$ cat config.mk
export PLATFORM = sky130hd
export DESIGN_NAME = sipo_rv_flat
export DESIGN_NICKNAME = d
export VERILOG_FILES = /design/src/rtl/sipo_rv_if.sv /design/src/rtl/sipo_rv.sv /design/src/flat_wrapper.sv
export SDC_FILE = /design/constraint.sdc
export NUM_CORES = 1
export LEC_CHECK = 0
export ABC_AREA = 1
export BUFFER_PORTS_ARGS = -buffer_cell sky130_fd_sc_hd__buf_2
export CAP_MARGIN = 0
export CORE_AREA = 2 2 407 409
export DETAILED_ROUTE_END_ITERATION = 8
export DIE_AREA = 0 0 409 411
export GPL_TIMING_DRIVEN = 0
export PLACE_DENSITY = 0.44
export SYNTH_ARGS = -nofsm -noshare
export SYNTH_HDL_FRONTEND = slang
export SYNTH_SLANG_ARGS = --single-unit
$ cat constraint.sdc
create_clock -name clk_i -period 2.15 [get_ports clk_i]
set_input_delay 0.215 -clock clk_i [delete_from_list [all_inputs] [get_ports clk_i]]
set_output_delay 0.215 -clock clk_i [all_outputs]
set_load 0.005 [all_outputs]
$ cat src/rtl/sipo_rv_if.sv
// Handshake and data bundle for sipo_rv.
// slave: the buffer's view. master: the driving/observing side's view.
interface sipo_rv_if #(
   parameter int unsigned width_p = 8,
   parameter int unsigned depth_p = 128,
   parameter int unsigned lanes_p = 1
);
   localparam int unsigned beats_lp = depth_p / lanes_p;
   localparam int unsigned cnt_w_lp = $clog2(beats_lp + 1);

   logic                         valid_i;
   logic                         ready_o;
   logic [width_p*lanes_p-1:0]   data_i;
   logic                         valid_o;
   logic                         ready_i;
   logic [width_p*depth_p-1:0]   data_o;
   logic [cnt_w_lp-1:0]          count_o;

   modport slave (
      input  valid_i, data_i, ready_i,
      output ready_o, valid_o, data_o, count_o
   );

   modport master (
      output valid_i, data_i, ready_i,
      input  ready_o, valid_o, data_o, count_o
   );
endinterface

$ cat src/rtl/sipo_rv.sv
// Multi-lane serial-in/parallel-out frame buffer with valid/ready on both sides.
// Collects depth_p elements, lanes_p per beat, and presents them as one wide word
// until the consumer accepts it. A beat offered in the same cycle the frame is taken
// becomes beat 0 of the next frame.
// Optional build macro SIPO_RV_CLEAR_ON_RESET_EN: reset also zeroes the storage.
module sipo_rv #(
   parameter int unsigned width_p = 8,
   parameter int unsigned depth_p = 128,
   parameter int unsigned lanes_p = 1
) (
   input logic      clk_i,
   input logic      reset_i,
   sipo_rv_if.slave bus
);
   localparam int unsigned beats_lp = depth_p / lanes_p;
   localparam int unsigned cnt_w_lp = $clog2(beats_lp + 1);

   typedef enum logic [0:0] {StFill, StFull} state_e;

   state_e                            state_q, state_d;
   logic [cnt_w_lp-1:0]               cnt_q, cnt_d;
   logic [depth_p-1:0][width_p-1:0]   mem_q, mem_d;

   logic                              ready;
   logic                              accept;
   logic [cnt_w_lp-1:0]               wr_beat;

   // Handshake decode; reset suppresses the write so storage is untouched by it.
   always_comb begin
      ready   = (state_q == StFill) ? 1'b1 : bus.ready_i;
      accept  = bus.valid_i && ready && !reset_i;
      // In FULL an accepted beat is always the back-to-back beat 0 of a new frame.
      wr_beat = (state_q == StFull) ? '0 : cnt_q;
   end

   // Next state and beat counter.
   always_comb begin
      state_d = state_q;
      cnt_d   = cnt_q;
      unique case (state_q)
         StFill: begin
            if (accept) begin
               if (cnt_q == cnt_w_lp'(beats_lp - 1)) begin
                  state_d = StFull;
                  cnt_d   = cnt_w_lp'(beats_lp);
               end else begin
                  cnt_d = cnt_q + cnt_w_lp'(1);
               end
            end
         end
         StFull: begin
            if (bus.ready_i) begin
               if (accept) begin
                  // With a single beat per frame the new beat completes it at once.
                  if (beats_lp == 1) begin
                     state_d = StFull;
                     cnt_d   = cnt_w_lp'(beats_lp);
                  end else begin
                     state_d = StFill;
                     cnt_d   = cnt_w_lp'(1);
                  end
               end else begin
                  state_d = StFill;
                  cnt_d   = '0;
               end
            end
         end
         default: begin
            state_d = StFill;
            cnt_d   = '0;
         end
      endcase
   end

   // Storage write: all lanes of the accepted beat land in their element slots.
   always_comb begin
      mem_d = mem_q;
      if (accept) begin
         for (int unsigned i = 0; i < depth_p; i++) begin
            if (cnt_w_lp'(i / lanes_p) == wr_beat) begin
               mem_d[i] = bus.data_i[(i % lanes_p) * width_p +: width_p];
            end
         end
      end
   end

   // Control state register.
   always_ff @(posedge clk_i) begin
      if (reset_i) begin
         state_q <= StFill;
         cnt_q   <= '0;
      end else begin
         state_q <= state_d;
         cnt_q   <= cnt_d;
      end
   end

`ifdef SIPO_RV_CLEAR_ON_RESET_EN
   // Storage register, cleared by reset.
   always_ff @(posedge clk_i) begin
      if (reset_i) begin
         mem_q <= '0;
      end else begin
         mem_q <= mem_d;
      end
   end
`else
   // Storage register, no reset; stale contents survive until overwritten.
   always_ff @(posedge clk_i) begin
      mem_q <= mem_d;
   end
`endif

   // Outputs: frame is a direct read of storage.
   always_comb begin
      bus.ready_o = ready;
      bus.valid_o = (state_q == StFull);
      bus.data_o  = mem_q;
      bus.count_o = cnt_q;
   end
endmodule

$ cat src/flat_wrapper.sv
// flat-port wrapper written by rule: the top's interface ports become plain ports
module sipo_rv_flat 
#(
   parameter int unsigned width_p = 8,
   parameter int unsigned depth_p = 128,
   parameter int unsigned lanes_p = 1
)
  (clk_i, reset_i, bus_valid_i, bus_data_i, bus_ready_i, bus_ready_o, bus_valid_o, bus_data_o, bus_count_o);
  sipo_rv_if #(.width_p(width_p), .depth_p(depth_p), .lanes_p(lanes_p)) bus_i ();
  input logic clk_i;
  input logic reset_i;
  input wire logic [$bits(bus_i.valid_i)-1:0] bus_valid_i;
  input wire logic [$bits(bus_i.data_i)-1:0] bus_data_i;
  input wire logic [$bits(bus_i.ready_i)-1:0] bus_ready_i;
  output wire logic [$bits(bus_i.ready_o)-1:0] bus_ready_o;
  output wire logic [$bits(bus_i.valid_o)-1:0] bus_valid_o;
  output wire logic [$bits(bus_i.data_o)-1:0] bus_data_o;
  output wire logic [$bits(bus_i.count_o)-1:0] bus_count_o;
  assign bus_i.valid_i = bus_valid_i;
  assign bus_i.data_i = bus_data_i;
  assign bus_i.ready_i = bus_ready_i;
  assign bus_ready_o = bus_i.ready_o;
  assign bus_valid_o = bus_i.valid_o;
  assign bus_data_o = bus_i.data_o;
  assign bus_count_o = bus_i.count_o;
  sipo_rv #(.width_p(width_p), .depth_p(depth_p), .lanes_p(lanes_p)) u_core (.clk_i(clk_i), .reset_i(reset_i), .bus(bus_i));
endmodule
==> summary.txt <==
Outcome
  • Outcome: finished clean

Clock tree
  • Clock Sinks: 1033
  • Root buffer cell: clkbuf_16
  • TritonCTS Buffers: 110
  • Max clock buf depth: 3
  • TritonCTS clock tree: built
  • H-tree levels: 3
  • Worst-Skew Late Latency: 0.75 ns
  • Reg clk slew, reported paths: 0.06 ns

GRT
  • Largest net degree at the start of global routing: 68
  • Global-route wire length before repair: 146.4 mm
  • Initial antenna violation count: 2
  • Tot GR Track Use: 0.1261
  • Vias in the first global route: 17016
  • Total grt overflow: 0

Timing
  • Worst rel slew slack: 0.4375
  • Fmax: 479.5 MHz
  • Worst slew pin tran: 0.8437 ns
  • Clk_skew: 0.03975 ns
  • Tmin final: 2.085 ns
  • Final-report setup violation count: 0
  • Hold Vio Cnt, Final: 0
  • Pins Over Slew Limit: 0
  • Final Cycle Share: 0.9699
  • Hold_ws: 0.3826 ns

Die
  • Initial Util: 0.1952
  • Std-Cell Rows: 149
  • Die Span X: 409 um
  • IO Count: 1046
  • Core area: 163900 um^2
  • DIE HEIGHT: 411 um
  • Die area: 168100 um^2

Worst setup path
  • Arrival @ worst endpoint: 2.49 ns
  • CP Launch Type: flip-flop
  • Crit-path max cell delay: 0.38 ns
  • Crit end category: flip-flop
  • Crit path kind: flip-flop to flip-flop
  • CP max-delay cell: dfxtp_4
  • Top delay family on crit path: simple AND/OR/NAND/NOR gates
  • CP most frequent cell: buf_4
  • Crit-path cells: buf_4 > clkbuf_16 > nor3_4 > buf_4 > nand2_8 > nor2_4
  • CP Max Fanout: 8
  • CP required: 2.56 ns
  • Worst Path Buf+Inv: 3

Placed design
  • Port bufs: 1045
  • DP HPWL: 75.03 mm
  • RePlAce Congestion: 0.7468
  • DP Area: 40250 um^2

Pwr
  • PwrDens: 893.6 nW/um^2
  • Tot Pwr: 41450 uW
  • VDD IR-drop max: 0.0006809 V
  • P_leak: 0.01622 uW

Hold path
  • Hold Crit Class: primary input to flip-flop

Layout
  • Post-route design area: 46390 um^2
  • Reg area: 30930 um^2
  • Fin nets: 2549
  • Fillers: 16363
  • Area of the multi-input gates: 2310 um^2
  • Area grow syn2layout: 45.03%
  • Final core utilization: 0.2831
  • Layout cell share with drive strength beyond 1: 0.5555

Run
  • Max Cap Viol: 0

Synthesis
  • Synth top area cells: edfxtp_1 (96%), nor2_1 (1.7%), nand2_1 (0.62%)
  • Cell taking the most area after synthesis: edfxtp_1
  • Mux cell area share after synthesis: 0
  • Number of synthesized flops with an enable pin: 1024
  • Register area share after synthesis: 0.9670
  • Post-Synthesis Cells: 1292
  • Largest family of logic cells by synthesized area: simple AND/OR/NAND/NOR gates
  • Top-count cell post-synth: edfxtp_1
  • Synth cell count leaders: edfxtp_1 (1024), nor2_1 (142), nand2_1 (53), inv_1 (16), nand3_1 (14)
  • Xor/xnor cell area share of the yosys netlist: 0
  • Most used DFF post-synth: edfxtp_1
  • Post-synthesis async set-or-reset flop share: 0
  • Post-synthesis adder-cell area fraction: 0.0003912
  • Syn_nets: 1305
  • YS warnings: 0
  • Compound-Gate Fraction of Synth Area: 0.002347
  • Post-Synthesis Cell Area: 31980 um^2
  • Share of Yosys cell area claimed by the top area cell type: 0.9614
  • Synth Register Bits: 1033
  • Synth unique cells: 17
  • Post-synthesis simple-gate area fraction: 0.02664
  • Synthesized area per cell: 24.76 um^2

Detailed routing
  • Initial DRC count: 971
  • Residual DRC: 0
  • Vias: 17221
  • Pre-antenna DRT Iters: 5
  • Met2 routed WL: 57.13 mm
  • Vias per cell: 3.578
  • Highest Signal Layer: met4
  • Routed WL: 111.2 mm
  • Routed len/inst: 23.11 um
  • ANT nets after route: 0
  • WL met3: 9.548 mm
  • M1 WL: 40.75 mm
==> area by class of cell <==
| cell class | count | area share |
|---|---|---|
| Clock buffer | 127 | 0.06072 |
| Buffer | 9 | 0.002643 |
| Sequential cell | 1033 | 0.6669 |
| Clock inverter | 72 | 0.01524 |
| Timing Repair Buffer | 1132 | 0.1439 |
| Multi-Input combinational cell | 232 | 0.04979 |
| Inverter | 18 | 0.001672 |
| Tap cell | 2189 | 0.05905 |
| Antenna cell | 1 | 0.00005395 |
==> timing repair <==
action | 4_1_cts | 5_1_grt
setup endpoints to repair | 1024 | 598
resized for setup | 350 | 17
cloned | 0 | 1
pin swaps | 53 | 14
hold buffers | 12 | 0
endpoints found under the hold margin | 299 | 0
setup buffers | 55 | 10
==> per-stage QoR <==
stage / instances / setup WS [ns] / TNS (ns)
after floorplan: 1292 / 0.2997 / 0
after global placement: 4526 / -1.553 / -2451.48
after detailed placement: 4535 / -1.466 / -1013.15
after CTS: 4801 / -0.04105 / -1.023
after global routing: 4813 / -0.0007243 / -0.001756
final: 4813 / 0.06461 / 0
==> state kept, by name (all words and copies together), names as in the netlist <==
register and cells:
u_core.bus.count_o 8, u_core.bus.data_o 1024, u_core.bus.valid_o 1
==> final timing paths <==
path | start | end | slack [ns] | cells past startpoint
setup / recovery | u_core.bus.valid_o | u_core.bus.data_o[559] | 0.06 | 6
hold / removal | reset_i | u_core.bus.count_o[5] | 0.38 | 3
hold reg to reg | u_core.bus.count_o[5] | u_core.bus.count_o[5] | 0.54 | 2
setup reg to reg | u_core.bus.valid_o | u_core.bus.data_o[559] | 0.06 | 6
==> report_power, final <==
group          switching, uW  total (uW)  internal [uW]  leakage [uW]
logic                    528         649            120       0.00525
registers               5.02       22100          22100       0.00928
clock network           8030       18700          10600       0.00170
==> worst register-to-register path: cells and delay by family, from the launching register on <==
family / cells / cell delay (ns)
buffers and inverters: 3 / 0.53
DFF: 1 / 0.38
and+or+nand+nor: 3 / 0.82
==> cell families after synthesis <==
group	after synthesis
DFF	1033
and+or+nand+nor	216
buffers and inverters	27
AOI/OAI and AO/OA	15
adders and majority gates	1
==> metal layers <==
metal,vias to the layer above,global-route usage
met2,735,0.2191
met5,-,0
met4,0,0.05351
li1,7585,-
met3,163,0.04817
met1,8738,0.1369
==> placed cells by master (no fill, tap or decap), types with 3 or more instances in the layout <==
master,instances
nand3_4,5
clkinv_4,3
buf_12,43
edfxtp_1,1024
nor2_4,132
clkbuf_1,17
bufinv_16,10
a21oi_1,10
dlygate4sd3_1,12
nand2_1,32
dfxtp_1,7
buf_6,16
nor3_4,3
clkinvlp_4,10
clkbuf_16,111
inv_6,4
nand2_8,14
inv_16,3
buf_2,1037
clkinv_1,26
nor2_1,10
buf_4,21
nand2_4,5
nand3_1,9
o21ai_0,4
buf_8,3
clkinv_2,15
buf_16,8
inv_1,13
Power figures use the tool's default switching activity.
